<file path="config.mk">
export PLATFORM = sky130hd
export DESIGN_NAME = ntt_arbiter
export DESIGN_NICKNAME = d
export VERILOG_FILES = /design/src/rtl/ntt_arbiter.sv
export SDC_FILE = /design/constraint.sdc
export NUM_CORES = 1
export LEC_CHECK = 0
export CAP_MARGIN = 30
export CORE_ASPECT_RATIO = 1.75
export CORE_MARGIN = 2
export CORE_UTILIZATION = 35
export DETAILED_ROUTE_END_ITERATION = 6
export PLACE_DENSITY = 0.77
export SLEW_MARGIN = 20
export SYNTH_ARGS = -nofsm -noshare
export SYNTH_HDL_FRONTEND = slang
export SYNTH_SLANG_ARGS = --single-unit
</file>
<file path="constraint.sdc">
create_clock -name clk -period 2.7 [get_ports clk]
set_input_delay 0.405 -clock clk [delete_from_list [all_inputs] [get_ports clk]]
set_output_delay 0.405 -clock clk [all_outputs]
set_load 0.005 [all_outputs]
</file>
<file path="src/rtl/ntt_arbiter.sv">
// Round-robin arbiter sharing one NTT/INTT core among N_REQ requesters.
// Define NTT_ARB_TIMEOUT_EN to compile in the WAIT-state watchdog.
module ntt_arbiter #(
    parameter int N_REQ          = 4,
    parameter int SLOT_W         = 3,
    parameter int TIMEOUT_CYCLES = 1023
) (
    input  logic                    clk,
    input  logic                    rst,
    input  logic [N_REQ-1:0]        req,
    input  logic [N_REQ-1:0]        req_is_ntt,
    input  logic [N_REQ*SLOT_W-1:0] req_slot,
    output logic [N_REQ-1:0]        gnt,
    output logic [N_REQ-1:0]        done,
    output logic                    core_start,
    output logic                    core_is_ntt,
    output logic [SLOT_W-1:0]       core_slot,
    input  logic                    core_done,
    output logic                    busy,
    output logic                    err_timeout
);

    localparam int PTR_W = (N_REQ > 1) ? $clog2(N_REQ) : 1;

    typedef enum logic [1:0] {
        S_IDLE,
        S_START,
        S_WAIT,
        S_RELEASE
    } state_e;

    state_e             state_q, state_d;
    logic [PTR_W-1:0]   rr_ptr_q, rr_ptr_d;
    logic [PTR_W-1:0]   win_q, win_d;
    logic [N_REQ-1:0]   gnt_q, gnt_d;
    logic               is_ntt_q, is_ntt_d;
    logic [SLOT_W-1:0]  slot_q, slot_d;

    logic               pick_ok;
    logic [PTR_W-1:0]   pick_idx;
    logic               pick_ntt;
    logic [SLOT_W-1:0]  pick_slot;
    logic [PTR_W:0]     sum;
    logic               timeout;

    // Scan offsets from high to low so the smallest offset from rr_ptr wins.
    always_comb begin
        pick_ok  = 1'b0;
        pick_idx = '0;
        sum      = '0;
        for (int k = N_REQ - 1; k >= 0; k--) begin
            sum = {1'b0, rr_ptr_q} + (PTR_W+1)'(k);
            if (sum >= (PTR_W+1)'(N_REQ))
                sum = sum - (PTR_W+1)'(N_REQ);
            if (req[sum[PTR_W-1:0]]) begin
                pick_ok  = 1'b1;
                pick_idx = sum[PTR_W-1:0];
            end
        end
    end

    always_comb begin
        pick_ntt  = 1'b0;
        pick_slot = '0;
        for (int i = 0; i < N_REQ; i++) begin
            if (pick_idx == PTR_W'(i)) begin
                pick_ntt  = req_is_ntt[i];
                pick_slot = req_slot[i*SLOT_W +: SLOT_W];
            end
        end
    end

`ifdef NTT_ARB_TIMEOUT_EN
    logic [9:0] wd_q, wd_d;
    logic       err_q, err_d;

    always_comb begin
        wd_d = wd_q;
        if (state_q == S_START)
            wd_d = '0;
        else if (state_q == S_WAIT)
            wd_d = wd_q + 10'd1;
    end

    assign timeout = (state_q == S_WAIT) && !core_done &&
                     (wd_q + 10'd1 == 10'(TIMEOUT_CYCLES));
    assign err_d   = err_q | timeout;

    always_ff @(posedge clk) begin
        if (rst) begin
            wd_q  <= '0;
            err_q <= 1'b0;
        end else begin
            wd_q  <= wd_d;
            err_q <= err_d;
        end
    end

    assign err_timeout = err_q;
`else
    assign timeout     = 1'b0;
    assign err_timeout = 1'b0;
`endif

    always_comb begin
        state_d  = state_q;
        rr_ptr_d = rr_ptr_q;
        win_d    = win_q;
        gnt_d    = gnt_q;
        is_ntt_d = is_ntt_q;
        slot_d   = slot_q;
        unique case (state_q)
            S_IDLE: begin
                if (pick_ok) begin
                    state_d  = S_START;
                    win_d    = pick_idx;
                    gnt_d    = N_REQ'(1) << pick_idx;
                    is_ntt_d = pick_ntt;
                    slot_d   = pick_slot;
                end
            end
            S_START: state_d = S_WAIT;
            S_WAIT: begin
                if (core_done || timeout)
                    state_d = S_RELEASE;
            end
            S_RELEASE: begin
                state_d  = S_IDLE;
                gnt_d    = '0;
                rr_ptr_d = (win_q == PTR_W'(N_REQ - 1)) ?
                           '0 : win_q + PTR_W'(1);
            end
            default: state_d = S_IDLE;
        endcase
    end

    always_ff @(posedge clk) begin
        if (rst) begin
            state_q  <= S_IDLE;
            rr_ptr_q <= '0;
            win_q    <= '0;
            gnt_q    <= '0;
            is_ntt_q <= 1'b0;
            slot_q   <= '0;
        end else begin
            state_q  <= state_d;
            rr_ptr_q <= rr_ptr_d;
            win_q    <= win_d;
            gnt_q    <= gnt_d;
            is_ntt_q <= is_ntt_d;
            slot_q   <= slot_d;
        end
    end

    assign gnt         = gnt_q;
    assign done        = (state_q == S_RELEASE) ? gnt_q : '0;
    assign core_start  = (state_q == S_START);
    assign busy        = (state_q != S_IDLE);
    assign core_is_ntt = is_ntt_q;
    assign core_slot   = slot_q;

endmodule
</file>
==> summary.txt <==
Floorplan
  • Core area: 2430 sq um
  • Io pins: 38
  • Die Area: 2940 sq um
  • Rows: 24
  • Die height: 70.2 um
  • Die Wd: 41.8 um
  • Starting density of the core: 36.1%

CTS
  • Hold-fix buffers, CTS: 0
  • CTS Root Cell: clkbuf_8
  • Post-CTS Setup Bufs: 0
  • CTS Buf Count: 3
  • CTS sink count: 14
  • CTS tree: built
  • Clock tree buffer depth: 2
  • Clock transition at path regs: 0.06 ns
  • H-tree depth: 1
  • Post-CTS resize count: 0
  • Clock latency at the later pin of the worst-skew pair: 0.24 ns

Setup path
  • Arr. time, crit path: 1.75 ns
  • Startpoint types: register
  • CP Cell Sequence: ha_1, and2_1, clkdlybuf4s50_1
  • Slowest-stage cell, CP: clkdlybuf4s50_1
  • Crit Path Max Fanout: 11
  • Crit path buffers/inverters: 1
  • Worst endpoint required time: 2.30 ns
  • Critical path's largest stage delay: 0.51 ns
  • CP Capture Type: primary output
  • Top cell family by delay on the critical path: buffers and inverters
  • Setup CP Type: reg -> out

Timing
  • Achievable frequency: 463 MHz
  • Unrepaired setup endpoints after global routing: false
  • Final slew viol count: 0
  • Relative slew margins: 66.5%
  • Clock Skews: 0.00301 ns
  • Min Hold Slack: 0.469 ns
  • Tcrit/Tclk final: 79.9%
  • Worst-margin pin slew: 0.498 ns
  • Final setup margin: 0.542 ns
  • Fin crit period: 2.16 ns
  • Final Hold Viols: 0
  • Setup TNS: 0 ns
  • Final setup vio count: 0

Final layout
  • # diodes: 0
  • Layout cells sized above 1: 5.93%
  • Reg area: 280 sq um
  • Fin util: 53.8%
  • Fill cells: 231
  • Multi-input logic area: 543 sq um
  • Area delta synth->final: 49.2%
  • Final Net Count: 165

Synth
  • Ys Warns: 0
  • Seq cells post-synth: 14
  • Post-synth top area share: 32.0%
  • Seq/Total Area, Yosys: 32.0%
  • Ys flop type: dfxtp_1
  • Synth area leader: dfxtp_1
  • EDFF count, synth: 0
  • Netlist cell types: 31
  • Synth area leaders: dfxtp_1 32%, mux2i_1 15%, ha_1 8.6%
  • Syn Area/Cell: 8.95 sq um
  • Most frequent cells after synthesis: 14 x dfxtp_1, 13 x mux2i_1, 9 x nor2_1, 6 x ha_1, 6 x inv_1
  • Ys async rst share: 0%
  • Mapped Area: 877 sq um
  • Gate Count Post-Synth: 98
  • Leading cell type by number of instances after synthesis: dfxtp_1
  • Syn_nets: 127

Placed design
  • GP Congestion: 0.736
  • Dpl hpwl: 1720 um
  • Place WS: 0.363 ns
  • Number of I/O port buffers: 36

Power
  • Combinational share of power: 45.0%
  • Sw Share: 32.3%
  • Net Sw Power: 295 uW
  • Static Leak: 0.000518 uW
  • Sequential Power Share: 33.2%
  • Worst VDD drop: 0.000461 V
  • Clock Power Share: 21.8%
  • Internal power: 620 uW
  • Cell Pwr Density: 700 nW/um^2

Flow run
  • MaxCap Viol Count: 0

Global routing
  • Vias in the first global route: 851
  • GRT overflow: 0
  • First-pass GRT wire length: 3480 um
  • Initial antenna violation count: 0
  • Tot GR Track Use: 15.0%
  • Largest net degree at the start of global routing: 16

Route
  • Via Count: 837
  • DR DRC count: 0
  • Initial detailed-routing violation count: 8
  • Vias per cell: 5.20
  • Average wire per standard cell: 13.0 um
  • 1st-pass router iterations: 4
  • Post-DRT Antenna Nets: 0
  • Post-Route WL: 2090 um

Worst hold path
  • Worst Hold Class: reg -> reg

Status
  • Status: completed
==> cells in the final DEF (no fill, tap or decap), drive strengths merged <==
master,n
nand3b,4
buf,2
o21bai,1
a221oi,2
clkbuf,4
nand2,5
inv,6
dfxtp,14
o221ai,4
ha,6
o22a,1
nor2,9
conb,1
o21ai,2
nand2b,4
nor4,1
o22ai,1
mux2i,13
a21o,1
or4,1
clkdlybuf4s50,36
nor3,2
or3b,2
nor2b,1
nand4bb,1
and2,5
a21oi,5
a211oi,1
==> power groups by stage <==
stage          clock, uW  sequential, uW  combinational [uW]
3_3_place_gp           0             306                 396
6_report             200             304                 412
3_5_place_dp           0             306                 411
4_1_cts              203             305                 417
2_1_floorplan          0             302                 226
5_1_grt              216             314                 450
==> registers in the layout (all words and copies together), names as in the netlist <==
register,count
core_is_ntt,1
core_slot,3
gnt,4
rr_ptr_q,2
state_q,2
win_q,2
==> logic make-up after synthesis <==
logic type	count (synthesis)	share of synthesized area, %
other	1	0.428
AND/OR/NAND/NOR	35	22.5
adder cells (fa/ha/maj)	6	8.56
buffers and inverters	11	6.13
multiplexers	13	14.8
AO/OA/AOI/OAI	18	15.5
flip-flops	14	32.0
==> stage by stage <==
stage	instances	total power [uW]	instance area (sq um)
finish	161	916	1310
global route	161	980	1310
CTS	161	925	1310
detailed placement	157	718	1250
global placement	157	702	1250
floorplan	98	529	877
==> worst paths after layout <==
path	to	slack (ns)	cells after the start	start
worst max-delay path	done[3]	0.54	3	state_q[0]
worst min-delay path	gnt[0]	0.47	2	gnt[0]
worst max register to register	gnt[0]	0.87	6	state_q[0]
worst min register to register	gnt[0]	0.47	2	gnt[0]
==> worst register-to-register path, stage by stage (launching register included) <==
cell and delay [ns]:
dfxtp_1 0.34, inv_1 0.11, ha_1 0.24, nand2b_1 0.20, buf_4 0.21, or4_1 0.50, a21oi_1 0.14
==> per-layer routing <==
metal | track usage, % | vias up | part of all wire (%)
li1 | - | 420 | -
met1 | 14.3 | 380 | 38
met2 | 29.3 | 35 | 55
met3 | 3.62 | 2 | 6.0
met4 | 5.73 | 0 | 1.0
met5 | 0 | - | 0
==> layout make-up <==
cell class,instances,share of cell area [%]
multi-input cells,73,41.5
repair buffers,38,28.7
well taps,26,2.49
clock buffers,4,4.21
flip-flops and latches,14,21.4
inverters,6,1.72
Power figures use the tool's default switching activity.
